File: config.mk
export PLATFORM = sky130hd
export DESIGN_NAME = ftq_meta_reader
export DESIGN_NICKNAME = d
export VERILOG_FILES = /design/src/rtl/ftq_meta_reader.sv
export SDC_FILE = /design/constraint.sdc
export NUM_CORES = 1
export LEC_CHECK = 0
export ABC_CLOCK_PERIOD_IN_PS = 5250
export CORE_AREA = 4 4 300 302
export DETAILED_ROUTE_END_ITERATION = 10
export DIE_AREA = 0 0 304 306
export SLEW_MARGIN = 25
export SYNTH_ARGS = -nofsm -noshare
export SYNTH_HDL_FRONTEND = slang
export SYNTH_SLANG_ARGS = --single-unit
File: constraint.sdc
create_clock -name clk -period 5.25 [get_ports clk]
set_clock_uncertainty 0.15 [all_clocks]
set_input_delay 1.575 -clock clk [delete_from_list [all_inputs] [get_ports clk]]
set_output_delay 1.575 -clock clk [all_outputs]
set_load 0.01 [all_outputs]
File: src/rtl/ftq_meta_reader.sv
`default_nettype none
// ============================================================================
// Module   : ftq_meta_reader
// Purpose  : Read-side client for the FTQ meta SRAM (2^ADDR_W x DATA_W,
//            one-cycle read latency). Accepts FTQ-index read requests on a
//            valid/ready handshake, issues them to the SRAM read port and
//            collects the returned meta in a small in-order response buffer
//            that feeds the predictor-update path.
// Option   : `define FTQ_META_RD_BYPASS_EN to return the snooped write data
//            when a read and a write hit the same index in the same cycle.
//            Without it the snoop_* inputs are ignored.
// Ports    : clk, rst_n                 clock, async active-low reset
//            req_valid/req_ready/req_addr       read request channel
//            resp_valid/resp_ready/resp_data    response channel
//            sram_ren/sram_raddr/sram_rdata     SRAM read port
//            snoop_wen/snoop_waddr/snoop_wdata  copy of SRAM write port
// Revision : 1.0 - initial release
// ============================================================================
module ftq_meta_reader #(
   parameter int ADDR_W = 3,
   parameter int DATA_W = 256,
   parameter int DEPTH  = 2
) (
   input  logic              clk,
   input  logic              rst_n,
   input  logic              req_valid,
   output logic              req_ready,
   input  logic [ADDR_W-1:0] req_addr,
   output logic              resp_valid,
   input  logic              resp_ready,
   output logic [DATA_W-1:0] resp_data,
   output logic              sram_ren,
   output logic [ADDR_W-1:0] sram_raddr,
   input  logic [DATA_W-1:0] sram_rdata,
   input  logic              snoop_wen,
   input  logic [ADDR_W-1:0] snoop_waddr,
   input  logic [DATA_W-1:0] snoop_wdata
);

   localparam int PTR_W = (DEPTH > 1) ? $clog2(DEPTH) : 1;
   localparam int OCC_W = $clog2(DEPTH + 1);
   localparam logic [PTR_W-1:0] C_PTR_LAST = PTR_W'(DEPTH - 1);
   localparam logic [OCC_W:0]   C_DEPTH    = (OCC_W + 1)'(DEPTH);

   logic              inflight_v_q, inflight_v_d;
   logic [OCC_W-1:0]  occ_q, occ_d;
   logic [PTR_W-1:0]  head_q, head_d;
   logic [PTR_W-1:0]  tail_q, tail_d;
   logic [DATA_W-1:0] buf_q [DEPTH];
   logic [DATA_W-1:0] buf_d [DEPTH];

   logic              w_req_fire;
   logic              w_pop;
   logic              w_push;
   logic [DATA_W-1:0] w_push_data;
   logic [OCC_W:0]    w_credit;

   function automatic logic [PTR_W-1:0] ptr_inc(input logic [PTR_W-1:0] p);
      return (p == C_PTR_LAST) ? '0 : p + PTR_W'(1);
   endfunction

   // Output handshakes
   assign resp_valid = (occ_q != '0);
   assign resp_data  = buf_q[head_q];
   assign w_pop      = resp_valid & resp_ready;

   // Credit: buffered + in-flight entries, less the one leaving this cycle,
   // must leave room for a new response. Extra MSB keeps the sum exact.
   assign w_credit   = {1'b0, occ_q} + {{OCC_W{1'b0}}, inflight_v_q}
                     - {{OCC_W{1'b0}}, w_pop};
   assign req_ready  = rst_n & (w_credit < C_DEPTH);
   assign w_req_fire = req_valid & req_ready;

   assign sram_ren   = w_req_fire;
   assign sram_raddr = req_addr;

   // Read data returns one cycle after issue, aligned with inflight_v_q
   assign w_push     = inflight_v_q;

`ifdef FTQ_META_RD_BYPASS_EN
   logic              inflight_byp_q, inflight_byp_d;
   logic [DATA_W-1:0] inflight_bdata_q, inflight_bdata_d;

   // The SRAM returns old data on a same-cycle read/write collision, so the
   // write data is captured here and substituted when the read returns.
   always_comb begin
      inflight_byp_d   = w_req_fire & snoop_wen & (snoop_waddr == req_addr);
      inflight_bdata_d = inflight_bdata_q;
      if (inflight_byp_d) begin
         inflight_bdata_d = snoop_wdata;
      end
   end

   always_ff @(posedge clk or negedge rst_n) begin
      if (!rst_n) begin
         inflight_byp_q   <= 1'b0;
         inflight_bdata_q <= '0;
      end else begin
         inflight_byp_q   <= inflight_byp_d;
         inflight_bdata_q <= inflight_bdata_d;
      end
   end

   assign w_push_data = inflight_byp_q ? inflight_bdata_q : sram_rdata;
`else
   logic w_unused_snoop;
   assign w_unused_snoop = ^{snoop_wen, snoop_waddr, snoop_wdata};
   assign w_push_data    = sram_rdata;
`endif

   // Next-state for in-flight stage and response FIFO
   always_comb begin
      inflight_v_d = w_req_fire;
      head_d       = head_q;
      tail_d       = tail_q;
      occ_d        = occ_q;
      for (int i = 0; i < DEPTH; i++) begin
         buf_d[i] = buf_q[i];
      end

      if (w_push) begin
         buf_d[tail_q] = w_push_data;
         tail_d        = ptr_inc(tail_q);
      end
      if (w_pop) begin
         head_d = ptr_inc(head_q);
      end

      if (w_push && !w_pop) begin
         occ_d = occ_q + OCC_W'(1);
      end else if (!w_push && w_pop) begin
         occ_d = occ_q - OCC_W'(1);
      end
   end

   always_ff @(posedge clk or negedge rst_n) begin
      if (!rst_n) begin
         inflight_v_q <= 1'b0;
         occ_q        <= '0;
         head_q       <= '0;
         tail_q       <= '0;
         for (int i = 0; i < DEPTH; i++) begin
            buf_q[i] <= '0;
         end
      end else begin
         inflight_v_q <= inflight_v_d;
         occ_q        <= occ_d;
         head_q       <= head_d;
         tail_q       <= tail_d;
         for (int i = 0; i < DEPTH; i++) begin
            buf_q[i] <= buf_d[i];
         end
      end
   end

endmodule
`default_nettype wire
=== Word-level counts from Yosys, hierarchy flattened ===
Index checks and enable logic that the tools add are counted.

* Bits in registers: 517
* Input bits: 523
* Output and inout bits: 262

* Add/subtract/negate cells: 6
* $lt $le $gt $ge: 4
* Multiplexer cells: 10
* Bitwise operators: 5
* Reduce and logical (&&, ||, !) cells: 7

{| class="wikitable"
|+ Operators with widths
! cell !! count
|-
| two-way mux 256 bit || 4
|-
| bitwise mux 512 bit || 1
|-
| demux 256 bit (select 1 bit) || 1
|-
| greater-or-equal comparator 2 bit, second input constant || 2
|-
| two-way mux 2 bit || 2
|-
| NOT 1 -> 2 bit || 2
|-
| nonzero test 2 bit || 2
|-
| adder 2 x 1 -> 3 bit || 1
|-
| bitwise AND 1 bit || 3
|-
| logical AND 1 bit || 3
|-
| less-than comparator 3 x 2 -> 1 bit, second input constant || 1
|-
| subtractor 3 x 1 -> 3 bit || 1
|-
| adder 1 bit, second input constant || 2
|-
| adder 2 x 1 -> 2 bit, second input constant || 1
|-
| logical NOT 1 bit || 2
|-
| less-than comparator 2 x 1 -> 1 bit, second input constant || 1
|-
| two-way mux 1 bit || 2
|-
| subtractor 2 x 1 -> 2 bit, second input constant || 1
|}

=== Depth between registers and ports, before layout ===
Gate-level depths: netlist of the first run.

* Word-level depth: 6
* Gate-level depth with buffers: 9
* Gate-level depth less buffers: 9

=== Worst setup path before layout of the first run ===
OpenSTA, ideal clock, no wires.

* Path type: input to output
* From: input port resp_ready
* To: output port sram_ren
* Arrival: 3.134 ns
* Setup slack: 0.391 ns
* Cell stages on the path: 8
* Path buffers: 0
* Cells stage by stage: nand2_1 inv_1 ha_1 or2b_1 fa_1 xnor2_1 and3_1 and2_1

* Longest elaborated chain between the ends: 5

{| class="wikitable"
|+ Ends and longest elaborated chain
! what !! RTL line !! text
|-
| from (decl) || 30 || <nowiki>input logic resp_ready,</nowiki>
|-
| bitwise AND 1 bit || 65 || <nowiki>assign w_pop = resp_valid & resp_ready;</nowiki>
|-
| named net w_pop || 53 || <nowiki>logic w_pop;</nowiki>
|-
| subtractor 3 x 1 -> 3 bit || 70 || <nowiki>- {{OCC_W{1'b0}}, w_pop};</nowiki>
|-
| less-than comparator 3 x 2 -> 1 bit || 71 || <nowiki>assign req_ready = rst_n & (w_credit < C_DEPTH);</nowiki>
|-
| bitwise AND 1 bit || 71 ||
|-
| named net req_ready || 27 || <nowiki>output logic req_ready,</nowiki>
|-
| bitwise AND 1 bit || 72 || <nowiki>assign w_req_fire = req_valid & req_ready;</nowiki>
|-
| to (decl) || 32 || <nowiki>output logic sram_ren,</nowiki>
|}

The timed path passes the listed nets, and every way through them passes these cells.

=== Worst setup path after layout of the first run ===
* From: input port resp_ready
* To: output port sram_ren

* Longest elaborated chain between the ends: 5

{| class="wikitable"
|+ Ends and longest elaborated chain
! what !! RTL line
|-
| bitwise AND 1 bit || 65
|-
| named net w_pop || 53
|-
| subtractor 3 x 1 -> 3 bit || 70
|-
| less-than comparator 3 x 2 -> 1 bit || 71
|-
| bitwise AND 1 bit || 71
|-
| bitwise AND 1 bit || 72
|}

The timed path passes the listed nets, and every way through them passes these cells.

==> metrics.yaml, run 1 <==
clock_sinks: 517
ys.flop_type: "dfrtp_1"
clk_pin_slew_ns: 0.05
ys_top_cells_by_area: "dfrtp_1 (55%), mux2_2 (27%), mux2_4 (13%)"
crit_arrival_ns: 3.42
cts_tree: "built"
vias_per_cell: 4.33
htreeDepth: 2
p_comb_share_pct: 47.2
numCtsBuffers: 60
cp_max_fo: 2
path_class: "input pin to primary output"
antenna_left: 0
finalCriticalPeriod_ns: 5.15
antenna_found_initial: 24
num_vias: 13616
grt-ovfl-total: 0
reg2reg_slack_ns: 2.45
n_fill_cell: 8265
hold_viol: 0
start_kind: "input pin"
core_area_mm2: 0.0877
dr.pass1.iters: 4
ctsRootBufferMaster: "clkbuf_16"
grt_pass1_wl_mm: 100
fin_area_mm2: 0.0317
ys_warn_count: 0
r2r.worst_path.cells: 11
hp-class: "register to register"
die-width_um: 304
grt_usage_pct: 13.8
die_h_um: 306
total_power_mw: 21.5
min_period_over_period_pct: 98.0
rsz0062_at_grt: "no"
final_max_slew_viol_count: 0
min_from: "buf_q[27]"
grt_pass1_vias: 15181
drtIter0Drc: 535
switching_share_pct: 30.2
maxCapViolCount: 0
max_freq_mhz: 194
yosysTopAreaCellShare_pct: 55.2
worstMarginPinSlew_ns: 0.855
synth_top_area_cell: "dfrtp_1"
r2r-end: "inflight_v_q"
yosysSeqAreaShare_pct: 55.2
regArea_mm2: 0.0129
drive_above_1_share_pct: 46.7
gp_congestion: 0.772
cell_internal_pwr_mw: 15.0
cts_hold_buf: 0
synth_area_per_cell_um2: 16.8
die-area_mm2: 0.0930
setup_viol_count_final: 0
r2r_start: "occ_q[1]"
multi_input_area_mm2: 0.00958
insertion_delay_ns: 0.60
min_to: "buf_q[27]"
vdd_ir_drop_max_uv: 380
hold_depth: 1
leakage_nw: 13.3
routedWlPerCell_um: 21.0
syn-instance-count: 1393
initial_core_util_pct: 26.7
worst_ep_required_time_ns: 3.53
synth.most_common_cell: "mux2_2"
ys_ff_latch: 517
nNetsFinal: 2445
synth_edf_count: 0
dp_hpwl_mm: 46.0
syn_to_final_growth_pct: 35.4
syn_area_mm2: 0.0234
holdWs_ns: 0.348
place_area_mm2: 0.0295
synth_cell_types: 19
synth_common_cells: "mux2_2 (568), dfrtp_1 (517), mux2_4 (200), buf_2 (37), buf_6 (26)"
clkPwrFrac_pct: 20.0
slew_headroom_pct: 42.9
grt_start_max_net_pins: 179
num_rows: 109
cellPowerDensity_mw_per_mm2: 679
synth_fp_nets: 1919
synthArstFlopShare_pct: 100
switchingPower_mw: 6.50
wirelength_mm: 66.0
clk_path_buf_depth: 3
status: "completed"
ioPinCount: 785
seqPwrFrac_pct: 32.8
drc_errors: 0
crit_path_end_kind: "primary output"
portBuffers: 518
==> power groups by stage <==
stage | clock [mW] | combinational, mW | sequential [mW]
2_1_floorplan | 0 | 6.11 | 6.69
3_3_place_gp | 0 | 10.1 | 6.98
3_5_place_dp | 0 | 10.2 | 7.13
4_1_cts | 4.48 | 10.3 | 7.08
5_1_grt | 4.64 | 10.8 | 7.32
6_report | 4.31 | 10.2 | 7.06
==> critical path, cell delays in order <==
cell             delay (ns)
clkdlybuf4s15_1        0.21
nand2_1                0.10
inv_1                  0.05
ha_1                   0.26
or2b_1                 0.26
fa_2                   0.53
and3_4                 0.21
and2_4                 0.15
buf_6                  0.09
==> cells in the final DEF, fill, tap and decap left out <==
cell type        synthesis  final
inv_6                    0      1
buf_8                    0      1
inv_1                    2      2
buf_16                   0      3
bufinv_16                0      5
or2_2                    1      1
buf_2                   37      1
xor2_1                   3      3
inv_8                    0      1
ha_1                     2      2
mux2_4                 200    200
clkbuf_16                0     61
clkinvlp_4               0      5
and3_4                   0      1
buf_4                    4     21
nand2_1                  2      1
clkbuf_8                 0     17
diode_2                  0     10
clkbuf_1                 0      6
xnor2_2                  0      1
nand2_8                  0      1
nor2b_4                  0      1
or2b_1                   1      1
clkdlybuf4s50_1          0    514
xnor2_1                  3      2
clkinv_2                 0     14
dfrtp_4                  0      1
fa_2                     0      1
buf_12                  22     11
clkdlybuf4s15_1          0      1
mux2_2                 568    568
and2_4                   0      1
dfrtp_1                517    516
buf_6                   26      1
nor2_1                   1      1
==> state kept, by name (all words and copies together), names as in the netlist <==
register and cells:
buf_q 512, head_q 1, inflight_v_q 1, occ_q 2, tail_q 1
==> worst max path at each step <==
stage | endpoint | start | cells past startpoint | slack (ns)
detailed placement | sram_ren | resp_ready | 10 | -0.74
floorplan | sram_ren | resp_ready | 8 | 0.39
global placement | sram_ren | resp_ready | 10 | -0.74
CTS | req_ready | resp_ready | 8 | 0.008
global route | sram_ren | resp_ready | 9 | 0.02
finish | sram_ren | resp_ready | 9 | 0.10
==> cell type report <==
type,count,area share (%)
diodes,10,0.0789
flip-flops and latches,517,40.8
well taps,1165,4.60
inverters,2,0.0237
clock inverters,26,0.876
multi-input cells,785,30.2
clock buffers,84,5.62
repair buffers,553,17.8
==> metrics by stage <==
| step | utilization, % | std cells | setup slack, ns | setup TNS, ns |
|---|---|---|---|---|
| finish | 36.2 | 3142 | 0.103 | 0 |
| global route | 36.2 | 3138 | 0.0189 | 0 |
| CTS | 36.0 | 3128 | 0.00796 | 0 |
| detailed placement | 33.7 | 3018 | -0.738 | -1.36 |
| global placement | 33.7 | 3018 | -0.741 | -1.36 |
| floorplan | - | 1393 | 0.391 | 0 |
==> kinds of logic (layout without fill, tap and decap cells) <==
group | after synthesis | in the layout | synth area share (%)
muxes | 768 | 768 | 40.1
DFF | 517 | 517 | 55.2
buffers and inverters | 91 | 665 | 4.08
and+or+nand+nor | 8 | 8 | 0.187
xor gates and xnor gates | 6 | 6 | 0.224
adders and majority gates | 3 | 3 | 0.192
other | 0 | 10 | 0
==> per-layer routing <==
metal	up-vias	wire [um]	track usage (%)
met2	421	29600	21.4
met4	20	1940	4.72
li1	6056	-	-
met3	127	5350	4.70
met1	6992	29000	18.1
met5	-	129	0
==> what timing repair did <==
action / in CTS / in global routing
pin swaps: 1 / 3
resized for setup: 12 / 3
setup endpoints to repair: 2 / 2
setup buffers: 0 / 1
(Power assumes the default switching activity.)
==> inputs of run 2 (changes only) <==
- CAP_MARGIN: unset -> 20
==> results of run 2 <==
The final DEF is identical to that of run 1; final timing and power are the same.
==> inputs of run 3 (changes only) <==
- ABC_CLOCK_PERIOD_IN_PS: 5250 -> 5400
- clock period: 5.25 -> 5.4 ns (I/O delays scaled with it)
==> run 3 against run 2 <==
Clock power fell by 4%. Highest routed layer unchanged. Global-route usage barely moved. Total power fell by 2.6%. Cell count rose by 0.57%. Worst hold slack barely moved.
==> metrics.yaml, run 3 (synthesis gave the netlist of run 1 again) <==
min_period_over_period_pct: 98.3
dr.pass1.iters: 4  # unchanged
ctsRootBufferMaster: "clkbuf_16"
wirelength_mm: 66.2  # +0.37%
p_comb_share_pct: 47.5  # +0.3 points
initial_core_util_pct: 26.7  # unchanged
die_h_um: 306  # unchanged
clk_pin_slew_ns: 0.06  # about the same
max_freq_mhz: 188
cp_common_cell: "buf_4"
crit_buf_inv: 28  # +25
path_depth: 33  # +24
routedWlPerCell_um: 21.0  # -0.20%
final_cell_mix: "mux2_2 (568), dfrtp_1 (516), clkdlybuf4s50_1 (514)"
antenna_found_initial: 33  # +38%
num_vias: 13700  # +0.62%
final_util_pct: 36.3  # +0.094 points
cts_hold_buf: 0  # unchanged
dp.cells: 3010  # -0.27%
setup_viol_count_final: 0  # unchanged
status: "completed"
clk_path_buf_depth: 3  # unchanged
r2r-end: "occ_q[1]"
switching_share_pct: 30.1  # -0.088 points
max_flop_register: "buf_q"
layout_commonest_cell: "mux2_2"
slew_headroom_pct: 18.7  # -24 points
nNetsFinal: 2460  # +0.61%
clock_sinks: 517  # unchanged
die-area_mm2: 0.0930  # unchanged
cellPowerDensity_mw_per_mm2: 660  # -2.9%
total_power_mw: 21.0  # -2.6%
crit_path_max_incr_delay_ns: 0.16  # -0.37 ns
crit_arrival_ns: 5.68  # +2.26 ns
leakage_nw: 13.3  # +0.36%
cp-endpoint: "occ_q[1]"
path_class: "input pin to register"
cp_max_fo: 2  # unchanged
antenna_left: 0  # unchanged
start_kind: "input pin"
hp-class: "register to register"
drtIter0Drc: 651  # +22%
r2r.worst_path.cells: 33  # +22
maxCapViolCount: 0  # unchanged
grt_usage_pct: 13.8  # -0.045 points
ioPinCount: 785  # unchanged
dp_hpwl_mm: 45.2  # -1.7%
grt-ovfl-total: 0  # unchanged
crit_path_end_kind: "register"
syn_to_final_growth_pct: 35.7
num_rows: 109  # unchanged
fin_ws_ns: 0.0941  # -0.00919 ns
gp_congestion: 0.770  # -0.25%
grt_pass1_wl_mm: 99.9  # -0.21%
cp_slowest_cell: "xor2_1"
drc_errors: 0  # unchanged
seqPwrFrac_pct: 32.7  # about the same
portBuffers: 518  # unchanged
cp_top_family: "buffers and inverters"
numCtsBuffers: 60  # unchanged
drive_above_1_share_pct: 46.9  # +0.28 points
crit_path_start: "resp_ready"
hold_viol: 0  # unchanged
reg2reg_slack_ns: 0.52  # -1.93 ns
worst_ep_required_time_ns: 5.78  # +2.25 ns
final_max_slew_viol_count: 0  # unchanged
core_area_mm2: 0.0877  # unchanged
cts_tree: "built"
switchingPower_mw: 6.32  # -2.9%
htreeDepth: 2  # unchanged
reg_top3: "buf_q (512), occ_q (2)"
finalCriticalPeriod_ns: 5.31
min_from: "buf_q[175]"
cell_internal_pwr_mw: 14.7  # -2.5%
vdd_ir_drop_max_uv: 366  # -3.7%
grt_start_max_net_pins: 174  # -2.8%
largest_reg_flops: 512  # unchanged
grt_pass1_vias: 15415  # +1.5%
r2r_start: "occ_q[1]"
vias_per_cell: 4.34  # about the same
worstMarginPinSlew_ns: 1.22  # +0.365 ns
die-width_um: 304  # unchanged
insertion_delay_ns: 0.61  # about the same
clkPwrFrac_pct: 19.7  # -0.3 points
finalNonFillerCells: 3160  # +0.57%
post-place-ws_ns: -0.688  # +0.0496 ns
rsz0062_at_grt: "no"
-- run 3: changes by cell type in the layout (fill, tap and decap cells not counted), sizes merged --
| cell | delta |
|---|---|
| buf | +14 |
| clkinvlp | -4 |
| diode | +4 |
| clkbuf | +3 |
| clkinv | -1 |
| dlygate4sd2 | +1 |
| inv | +1 |
-- run 3: per-layer routing --
layer / GRT usage, % / vias up / share of wire (%)
met5: 0 / - / 0.31
met4: 4.88 / 32 / 3.1
met3: 5.77 / 150 / 9.2
met2: 21.2 / 422 / 45
met1: 17.4 / 6999 / 43
li1: - / 6097 / -
-- run 3: power groups by stage --
stage / clock [mW] / sequential, mW / combinational [mW]
6_report: 4.13 / 6.87 / 9.98
5_1_grt: 4.44 / 7.12 / 10.6
4_1_cts: 4.29 / 6.89 / 10.1
3_5_place_dp: 0 / 6.93 / 9.95
3_3_place_gp: 0 / 6.78 / 9.84
2_1_floorplan: 0 / 6.50 / 5.94
-- run 3: timing repair --
action	in CTS	in global routing
setup buffers	27	0
pin swaps	3	3
endpoints found under the setup margin	2	4
gates resized for setup	10	8
-- run 3: through the flow --
stage               hold slack (ns)  setup TNS [ns]  area, um^2
global placement              0.331           -1.23       29500
global route                  0.354               0       31800
floorplan                     0.313               0       23400
CTS                           0.351               0       31700
detailed placement            0.337           -1.26       29500
finish                        0.348               0       31800
-- run 3: how the worst min path moves through the flow --
| stage | to | slack, ns | depth (start not counted) |
|---|---|---|---|
| 3_5_place_dp | buf_q[131] | 0.34 | 1 |
| 5_1_grt | buf_q[162] | 0.35 | 1 |
| 6_report | buf_q[175] | 0.35 | 1 |
| 4_1_cts | buf_q[80] | 0.35 | 1 |
| 3_3_place_gp | buf_q[111] | 0.33 | 1 |
| 2_1_floorplan | tail_q | 0.31 | 1 |
-- run 3: area by class of cell --
type | count | area (um^2)
Fill cell | 8256 | 55900
Sequential cell | 517 | 12900
Multi-Input combinational cell | 785 | 9610
Timing Repair Buffer | 568 | 5740
Clock buffer | 87 | 1760
Tap cell | 1165 | 1460
Clock inverter | 22 | 253
Antenna cell | 14 | 35.0
Inverter | 2 | 7.51
-- run 3: worst reg2reg max path, delay by kind of cell (launching register included) --
| kind | cells | cell delay [ns] |
|---|---|---|
| buffers and inverters | 27 | 3.31 |
| and+or+nand+nor | 3 | 0.40 |
| xor gates and xnor gates | 2 | 0.30 |
| DFF | 1 | 0.49 |
| adders and majority gates | 1 | 0.16 |
